### config.mk
export PLATFORM = sky130hd
export DESIGN_NAME = mix_columns_engine
export DESIGN_NICKNAME = d
export VERILOG_FILES = /design/src/rtl/mix_columns_engine.sv
export SDC_FILE = /design/constraint.sdc
export NUM_CORES = 1
export LEC_CHECK = 0
export ABC_CLOCK_PERIOD_IN_PS = 4000
export CAP_MARGIN = 20
export CORE_AREA = 2 2 170 172
export CTS_CLUSTER_DIAMETER = 150
export CTS_CLUSTER_SIZE = 8
export DETAILED_ROUTE_END_ITERATION = 16
export DIE_AREA = 0 0 172 174
export HOLD_SLACK_MARGIN = 0.12
export PLACE_DENSITY = 0.63
export SLEW_MARGIN = 5
export SYNTH_ARGS = -nofsm -noshare
export SYNTH_HDL_FRONTEND = slang
export SYNTH_SLANG_ARGS = --single-unit
export TNS_END_PERCENT = 100
### constraint.sdc
create_clock -name clk -period 4 [get_ports clk]
set_clock_uncertainty 0.2 [all_clocks]
set_input_delay 0.8 -clock clk [delete_from_list [all_inputs] [get_ports clk]]
set_output_delay 0.8 -clock clk [all_outputs]
set_load 0.05 [all_outputs]
### src/rtl/mix_columns_engine.sv
// mix_columns_engine: iterative AES (Inv)MixColumns engine with valid/ready on both sides.
// COLS_PER_CYCLE columns (1, 2 or 4) are mixed per BUSY cycle.
// Build option: define MIXCOL_FWD_EN to add the forward datapath selected by in_mode.
module mix_columns_engine #(
  parameter int COLS_PER_CYCLE = 1
) (
  input  logic         clk,
  input  logic         rst_n,
  input  logic         in_valid,
  output logic         in_ready,
  input  logic [127:0] in_state,
  input  logic         in_mode,
  output logic         out_valid,
  input  logic         out_ready,
  output logic [127:0] out_state,
  output logic         busy
);

  typedef enum logic [1:0] {
    IDLE = 2'd0,
    BUSY = 2'd1,
    DONE = 2'd2
  } fsm_t;

  localparam logic [2:0] STEP = 3'(COLS_PER_CYCLE);

  generate
    if (COLS_PER_CYCLE != 1 && COLS_PER_CYCLE != 2 && COLS_PER_CYCLE != 4) begin : g_bad_cols
      $error("mix_columns_engine: COLS_PER_CYCLE must be 1, 2 or 4");
    end
  endgenerate

  fsm_t         state_q, state_d;
  logic [1:0]   cnt_q, cnt_d;
  logic [127:0] work_q, work_d, work_mixed;
  logic         last_step;

`ifdef MIXCOL_FWD_EN
  logic mode_q, mode_d;
`else
  logic unused_mode;
  assign unused_mode = in_mode;
`endif

  function automatic logic [7:0] xtime(input logic [7:0] a);
    return {a[6:0], 1'b0} ^ (a[7] ? 8'h1b : 8'h00);
  endfunction

  // Row r = 0e*b[r] ^ 0b*b[r+1] ^ 0d*b[r+2] ^ 09*b[r+3] (indices mod 4).
  function automatic logic [31:0] inv_col(input logic [31:0] col);
    logic [7:0]  b  [4];
    logic [7:0]  me [4];
    logic [7:0]  mb [4];
    logic [7:0]  md [4];
    logic [7:0]  m9 [4];
    logic [7:0]  x2, x4, x8;
    logic [31:0] res;
    for (int j = 0; j < 4; j++) begin
      b[j]  = col[31-8*j -: 8];
      x2    = xtime(b[j]);
      x4    = xtime(x2);
      x8    = xtime(x4);
      me[j] = x8 ^ x4 ^ x2;
      mb[j] = x8 ^ x2 ^ b[j];
      md[j] = x8 ^ x4 ^ b[j];
      m9[j] = x8 ^ b[j];
    end
    res = '0;
    for (int r = 0; r < 4; r++) begin
      res[31-8*r -: 8] = me[r] ^ mb[(r+1)%4] ^ md[(r+2)%4] ^ m9[(r+3)%4];
    end
    return res;
  endfunction

`ifdef MIXCOL_FWD_EN
  // Row r = 02*b[r] ^ 03*b[r+1] ^ b[r+2] ^ b[r+3] (indices mod 4).
  function automatic logic [31:0] fwd_col(input logic [31:0] col);
    logic [7:0]  b  [4];
    logic [7:0]  m2 [4];
    logic [31:0] res;
    for (int j = 0; j < 4; j++) begin
      b[j]  = col[31-8*j -: 8];
      m2[j] = xtime(b[j]);
    end
    res = '0;
    for (int r = 0; r < 4; r++) begin
      res[31-8*r -: 8] = m2[r] ^ m2[(r+1)%4] ^ b[(r+1)%4] ^ b[(r+2)%4] ^ b[(r+3)%4];
    end
    return res;
  endfunction
`endif

  assign last_step = (({1'b0, cnt_q} + STEP) == 3'd4);

  // Mix the COLS_PER_CYCLE columns starting at cnt; {~idx,5'b11111} is the MSB of column idx.
  always_comb begin
    logic [1:0]  idx;
    logic [31:0] col;
    logic [31:0] mixed;
    work_mixed = work_q;
    idx        = '0;
    col        = '0;
    mixed      = '0;
    for (int i = 0; i < COLS_PER_CYCLE; i++) begin
      idx = cnt_q + 2'(i);
      col = work_q[{~idx, 5'b11111} -: 32];
`ifdef MIXCOL_FWD_EN
      mixed = mode_q ? fwd_col(col) : inv_col(col);
`else
      mixed = inv_col(col);
`endif
      work_mixed[{~idx, 5'b11111} -: 32] = mixed;
    end
  end

  // State, counter, work register and mode register with synchronous reset.
  always_ff @(posedge clk) begin
    if (!rst_n) begin
      state_q <= IDLE;
      cnt_q   <= '0;
      work_q  <= '0;
`ifdef MIXCOL_FWD_EN
      mode_q  <= 1'b0;
`endif
    end else begin
      state_q <= state_d;
      cnt_q   <= cnt_d;
      work_q  <= work_d;
`ifdef MIXCOL_FWD_EN
      mode_q  <= mode_d;
`endif
    end
  end

  // Next-state logic and handshake outputs; out_state is forced to zero outside DONE.
  always_comb begin
    state_d   = state_q;
    cnt_d     = cnt_q;
    work_d    = work_q;
`ifdef MIXCOL_FWD_EN
    mode_d    = mode_q;
`endif
    in_ready  = 1'b0;
    out_valid = 1'b0;
    out_state = '0;
    busy      = 1'b0;
    case (state_q)
      IDLE: begin
        in_ready = 1'b1;
        if (in_valid) begin
          work_d  = in_state;
          cnt_d   = '0;
`ifdef MIXCOL_FWD_EN
          mode_d  = in_mode;
`endif
          state_d = BUSY;
        end
      end
      BUSY: begin
        busy   = 1'b1;
        work_d = work_mixed;
        cnt_d  = cnt_q + STEP[1:0];
        if (last_step) begin
          cnt_d   = '0;
          state_d = DONE;
        end
      end
      DONE: begin
        busy      = 1'b1;
        out_valid = 1'b1;
        out_state = work_q;
        if (out_ready) begin
          state_d = IDLE;
        end
      end
      default: state_d = IDLE;
    endcase
  end

endmodule

==> impl_metrics.json, run 1 <==
{
  "syn_to_final_growth_pct": 36.2,
  "hold_class": "reg -> reg",
  "critical_path_class": "reg -> reg",
  "drive_above_1_share": 0.0956,
  "rr_worst_depth": 8,
  "start_kind": "register",
  "hold_violations": 0,
  "dpl.hpwl_um": 26600,
  "synth_flop_cell": "dfxtp_1",
  "insertion_delay_ps": 440,
  "clock-sinks": 132,
  "final_common_cell": "clkdlybuf4s50_1",
  "cts_buffer_depth": 2,
  "synth_top_area_cell": "dfxtp_1",
  "postSynthRegisterBits": 132,
  "grt_usage": 0.242,
  "crit_path_end_kind": "register",
  "coreArea_um2": 28200,
  "yosys_warnings": 0,
  "grt_max_degree": 94,
  "clock-root-buffer": "clkbuf_16",
  "gp_congestion": 0.952,
  "period_share": 0.944,
  "synth_compound_area_frac": 0.226,
  "cts_resized": 0,
  "vias": 8903,
  "grt_overflow": 0,
  "syn_inst": 1027,
  "htreeDepth": 4,
  "wl_met3_um": 2470,
  "syn_nets": 1167,
  "r2r_setup_slack_ps": 220,
  "die_h_um": 174,
  "port_buffers": 262,
  "grt_pass1_wl_um": 54400,
  "synth_top_family_by_area": "XOR/XNOR gates",
  "numCtsBuffers": 17,
  "wl_met2_um": 18100,
  "synth_edf_count": 0,
  "drt-initial-drc-count": 806,
  "synthSimpleGateAreaFrac": 0.117,
  "worstPathMaxFanout": 28,
  "synth_area_leaders": "dfxtp_1 (27%), xnor2_1 (8.3%), and2_1 (8.3%)",
  "synth_fa_ha_area_frac": 0.00898,
  "endpoint": "work_q[22]",
  "max_freq_mhz": 265,
  "avgRoutedWirePerCell_um": 22.2,
  "postRouteAntennaNets": 0,
  "arrival_ps": 3900,
  "avgSynthCellArea_um2": 9.50,
  "drt-total-wl_um": 36400,
  "dieArea_um2": 29900,
  "async_flop_share": 0,
  "antenna_found_initial": 0,
  "die_w_um": 172,
  "dr.max_layer_used": "met4",
  "whs_ps": 320,
  "clkTransAtPathRegs_ps": 60,
  "tns_ps": 0,
  "worst_pin_slew_ps": 1070,
  "netlist_area_um2": 9760,
  "muxShareOfSynthArea": 0.0766,
  "synth_top_area_share": 0.271,
  "drc": 0,
  "slew_violations": 0,
  "core.rowCount": 62,
  "startpoint": "cnt_q[0]",
  "grt_pass1_vias": 8904,
  "rsz0062_at_grt": "false",
  "r2r_start": "cnt_q[0]",
  "cts_hold_buf": 0,
  "outcome": "completed",
  "antennaDiodeCount": 0,
  "fin_nets": 1382,
  "ys_seq_area_frac": 0.271,
  "cts_tree": "yes",
  "worstPathRequired_ps": 4120,
  "first_pass_iters": 6,
  "reg2reg_to": "work_q[22]",
  "ioPinCount": 264,
  "initial_utilization": 0.345,
  "finalCriticalPeriod_ps": 3780,
  "slew_headroom": 0.287,
  "synth_cell_types": 43,
  "setup_viol": 0,
  "wl_met1_um": 15200,
  "cts_setup_buffers": 0,
  "synth_xor_area_frac": 0.240,
  "final_cell_mix": "clkdlybuf4s50_1 (261), dfxtp_1 (130), and2_1 (129)",
  "viasPerCell": 5.43,
  "maxCapViolCount": 0
}
-- sequential cells by signal, summed over array words and instances (netlist names) --
register	count
cnt_q	2
state_q	2
work_q	128
-- layout make-up --
class	instances	area, um^2
Clock buffer	17	425
Multi-Input combinational cell	760	6540
Timing Repair Buffer	294	2910
Tap cell	384	480
Inverter	37	139
Fill cell	2672	14900
Clock inverter	15	150
Sequential cell	132	2650
-- Yosys cell counts (all sizes together), types with 21 or more instances --
library cell and n:
a221oi 21, o211a 30, xnor3 34, and2 129, a22oi 58, buf 22, a21oi 75, xor2 44
inv 36, o21ai 101, clkbuf 76, xnor2 110, dfxtp 132, o221ai 30, nor2 23, mux4 32
-- stage by stage --
step / util / std cells / setup slack (ps) / cell area, um^2
final: 0.471 / 1639 / 222 / 13300
after global routing: 0.471 / 1639 / 86.3 / 13300
after CTS: 0.471 / 1639 / 221 / 13300
after detailed placement: 0.450 / 1607 / 238 / 12700
after global placement: 0.450 / 1607 / 254 / 12700
after floorplan: - / 1027 / 727 / 9760
-- cell families (layout without fill, tap and decap cells) --
| group | count (synthesis) | count (layout) |
|---|---|---|
| buffers and inverters | 135 | 363 |
| and+or+nand+nor | 199 | 199 |
| adders and majority gates | 7 | 7 |
| muxes | 32 | 32 |
| xor gates and xnor gates | 189 | 189 |
| DFF | 132 | 132 |
| AOI/OAI and AO/OA | 333 | 333 |
-- layer usage --
metal / global-route usage / vias up
met1: 0.324 / 4358
met2: 0.402 / 380
met5: 0 / -
met3: 0.0380 / 40
met4: 0.0672 / 0
li1: - / 4125
-- worst min path at each step --
stage / end / cells past startpoint / slack (ps) / start
final: work_q[100] / 1 / 320 / work_q[100]
after global placement: state_q[0] / 2 / 290 / state_q[0]
after floorplan: state_q[0] / 2 / 260 / state_q[0]
after CTS: state_q[0] / 2 / 320 / state_q[0]
after global routing: work_q[75] / 1 / 340 / work_q[75]
after detailed placement: state_q[0] / 2 / 300 / state_q[0]
-- worst max-delay path, cell delays in order (launching register included) --
cell,delay [ps]
dfxtp_2,390
buf_12,230
mux4_1,860
xnor2_4,370
xnor3_1,530
xnor2_2,270
xnor3_1,450
a221oi_2,270
nor2_1,70
Power of run 1 is not shown: default switching activity piles up to over one toggle a cycle in this logic, so the estimate is an artifact.
==> run 2, diff against run 1 <==
--- a/config.mk
+++ b/config.mk
@@ -18,4 +18,4 @@
 export SYNTH_ARGS = -nofsm -noshare
 export SYNTH_HDL_FRONTEND = slang
 export SYNTH_SLANG_ARGS = --single-unit
-export TNS_END_PERCENT = 100
+export TNS_END_PERCENT = 20
==> results of run 2 <==
The final DEF is identical to that of run 1; final timing and power are the same.
Power of run 2 is left out for the same reason.
==> run 3, diff against run 2 <==
--- a/config.mk
+++ b/config.mk
@@ -7,13 +7,12 @@
 export LEC_CHECK = 0
 export ABC_CLOCK_PERIOD_IN_PS = 4000
 export CAP_MARGIN = 20
-export CORE_AREA = 2 2 170 172
+export CORE_AREA = 2 2 143 145
 export CTS_CLUSTER_DIAMETER = 150
-export CTS_CLUSTER_SIZE = 8
 export DETAILED_ROUTE_END_ITERATION = 16
-export DIE_AREA = 0 0 172 174
+export DIE_AREA = 0 0 145 147
 export HOLD_SLACK_MARGIN = 0.12
-export PLACE_DENSITY = 0.63
+export PLACE_DENSITY = 0.79
 export SLEW_MARGIN = 5
 export SYNTH_ARGS = -nofsm -noshare
 export SYNTH_HDL_FRONTEND = slang
==> run 3 against run 2 <==
- register-to-register slack gained 60 ps
- non-clock buffer count grew 9
- worst hold slack got worse by 2.8 ps
==> impl_metrics.json, run 3 (same netlist as run 1, synthesis figures left out) <==
{
  "hold_class": "reg -> reg",
  "final_cell_mix": "clkdlybuf4s50_1 (261), dfxtp_1 (130), and2_1 (129)",
  "worstPathRequired_ps": 3000,
  "coreArea_um2": 19800,
  "grt_max_degree": 86,
  "gp_congestion": 0.955,
  "drc": 0,
  "max_freq_mhz": 265,
  "cts_setup_buffers": 0,
  "reg2reg_to": "work_q[99]",
  "critPathMaxStageDelay_ps": 820,
  "period_share": 0.943,
  "crit_chain": "inv_1 -> ha_2 -> buf_12 -> and2_1 -> clkdlybuf4s50_1",
  "setup_viol": 0,
  "crit_path_end_kind": "primary output",
  "fin_nets": 1391,
  "viasPerCell": 6.14,
  "core.rowCount": 52,
  "initial_utilization": 0.492,
  "grt_pass1_vias": 9433,
  "cts_tree": "yes",
  "avgRoutedWirePerCell_um": 22.9,
  "dpl.hpwl_um": 24700,
  "worstPathMaxFanout": 79,
  "rsz0062_at_grt": "false",
  "final_common_cell": "clkdlybuf4s50_1",
  "hold_violations": 0,
  "antennaDiodeCount": 0,
  "worst_pin_slew_ps": 962,
  "path_delay_family": "buffers and inverters",
  "clock-sinks": 132,
  "finalCriticalPeriod_ps": 3770,
  "slew_violations": 0,
  "tns_ps": 0,
  "dieArea_um2": 21300,
  "postRouteAntennaNets": 0,
  "clock-root-buffer": "clkbuf_16",
  "r2r_setup_slack_ps": 280,
  "cts_hold_buf": 0,
  "critical_path_class": "reg -> out",
  "rr_worst_depth": 8,
  "port_buffers": 262,
  "die_w_um": 145,
  "htreeDepth": 4,
  "ioPinCount": 264,
  "whs_endpoint": "work_q[61]",
  "grt_usage": 0.323,
  "maxCapViolCount": 0,
  "grt_pass1_wl_um": 53500,
  "clkTransAtPathRegs_ps": 60,
  "cts_buffer_depth": 2,
  "first_pass_iters": 6,
  "numCtsBuffers": 17,
  "outcome": "completed",
  "drive_above_1_share": 0.101,
  "largest_reg_flops": 128,
  "drt-total-wl_um": 35100,
  "cp_slowest_cell": "clkdlybuf4s50_1",
  "start_kind": "register",
  "cts_resized": 0,
  "layout_setup_ws_ps": 227,
  "antenna_found_initial": 1,
  "r2r_start": "cnt_q[0]",
  "min_from": "work_q[61]",
  "drt-initial-drc-count": 1059,
  "die_h_um": 147,
  "insertion_delay_ps": 440,
  "post-place-ws_ps": 138,
  "vias": 9419,
  "grt_overflow": 0,
  "critPathBufInv": 3,
  "min_delay_path_depth": 1,
  "largestRegisters": "work_q x128, cnt_q x2, state_q x2",
  "syn_to_final_growth_pct": 35.8,
  "arrival_ps": 2770,
  "slew_headroom": 0.359,
  "regMostFlops": "work_q"
}
==> run 3: cell count changes in the layout (fill, tap and decap cells not counted), moves of 2 or more <==
cell        delta
buf_12         +3
inv_8          -5
clkinvlp_4     +4
inv_6          -3
clkinv_2       +2
bufinv_16      +2
buf_4          +6
==> run 3: per-layer routing <==
layer / part of all wire / track usage / vias to the layer above
li1: - / - / 4136
met2: 0.48 / 0.532 / 608
met3: 0.094 / 0.0680 / 93
met4: 0.034 / 0.129 / 0
met5: 0 / 0 / -
met1: 0.39 / 0.417 / 4582
==> run 3: how the worst max path moves through the flow <==
stage	start	end	slack, ps	cells after the start
floorplan	cnt_q[0]	work_q[30]	730	11
global placement	cnt_q[0]	work_q[84]	200	7
detailed placement	cnt_q[0]	work_q[101]	140	8
CTS	cnt_q[0]	work_q[52]	140	7
global route	cnt_q[0]	work_q[75]	130	8
finish	state_q[0]	out_state[87]	230	5
==> run 3: layout make-up <==
class,count,area (um^2)
tap,270,338
multi-input combinational,760,6530
fill,1560,6590
timing repair buffer,303,3020
clock buffer,18,429
clock inverter,14,151
sequential,132,2650
inverter,37,139
==> run 3: per-stage QoR <==
stage,instances,hold slack (ps),utilization,cell area [um^2]
6_report,1534,317,0.668,13300
3_5_place_dp,1502,303,0.638,12700
2_1_floorplan,1027,265,-,9760
5_1_grt,1534,339,0.668,13300
3_3_place_gp,1502,295,0.638,12700
4_1_cts,1534,317,0.668,13200
Power of run 3 is left out for the same reason.
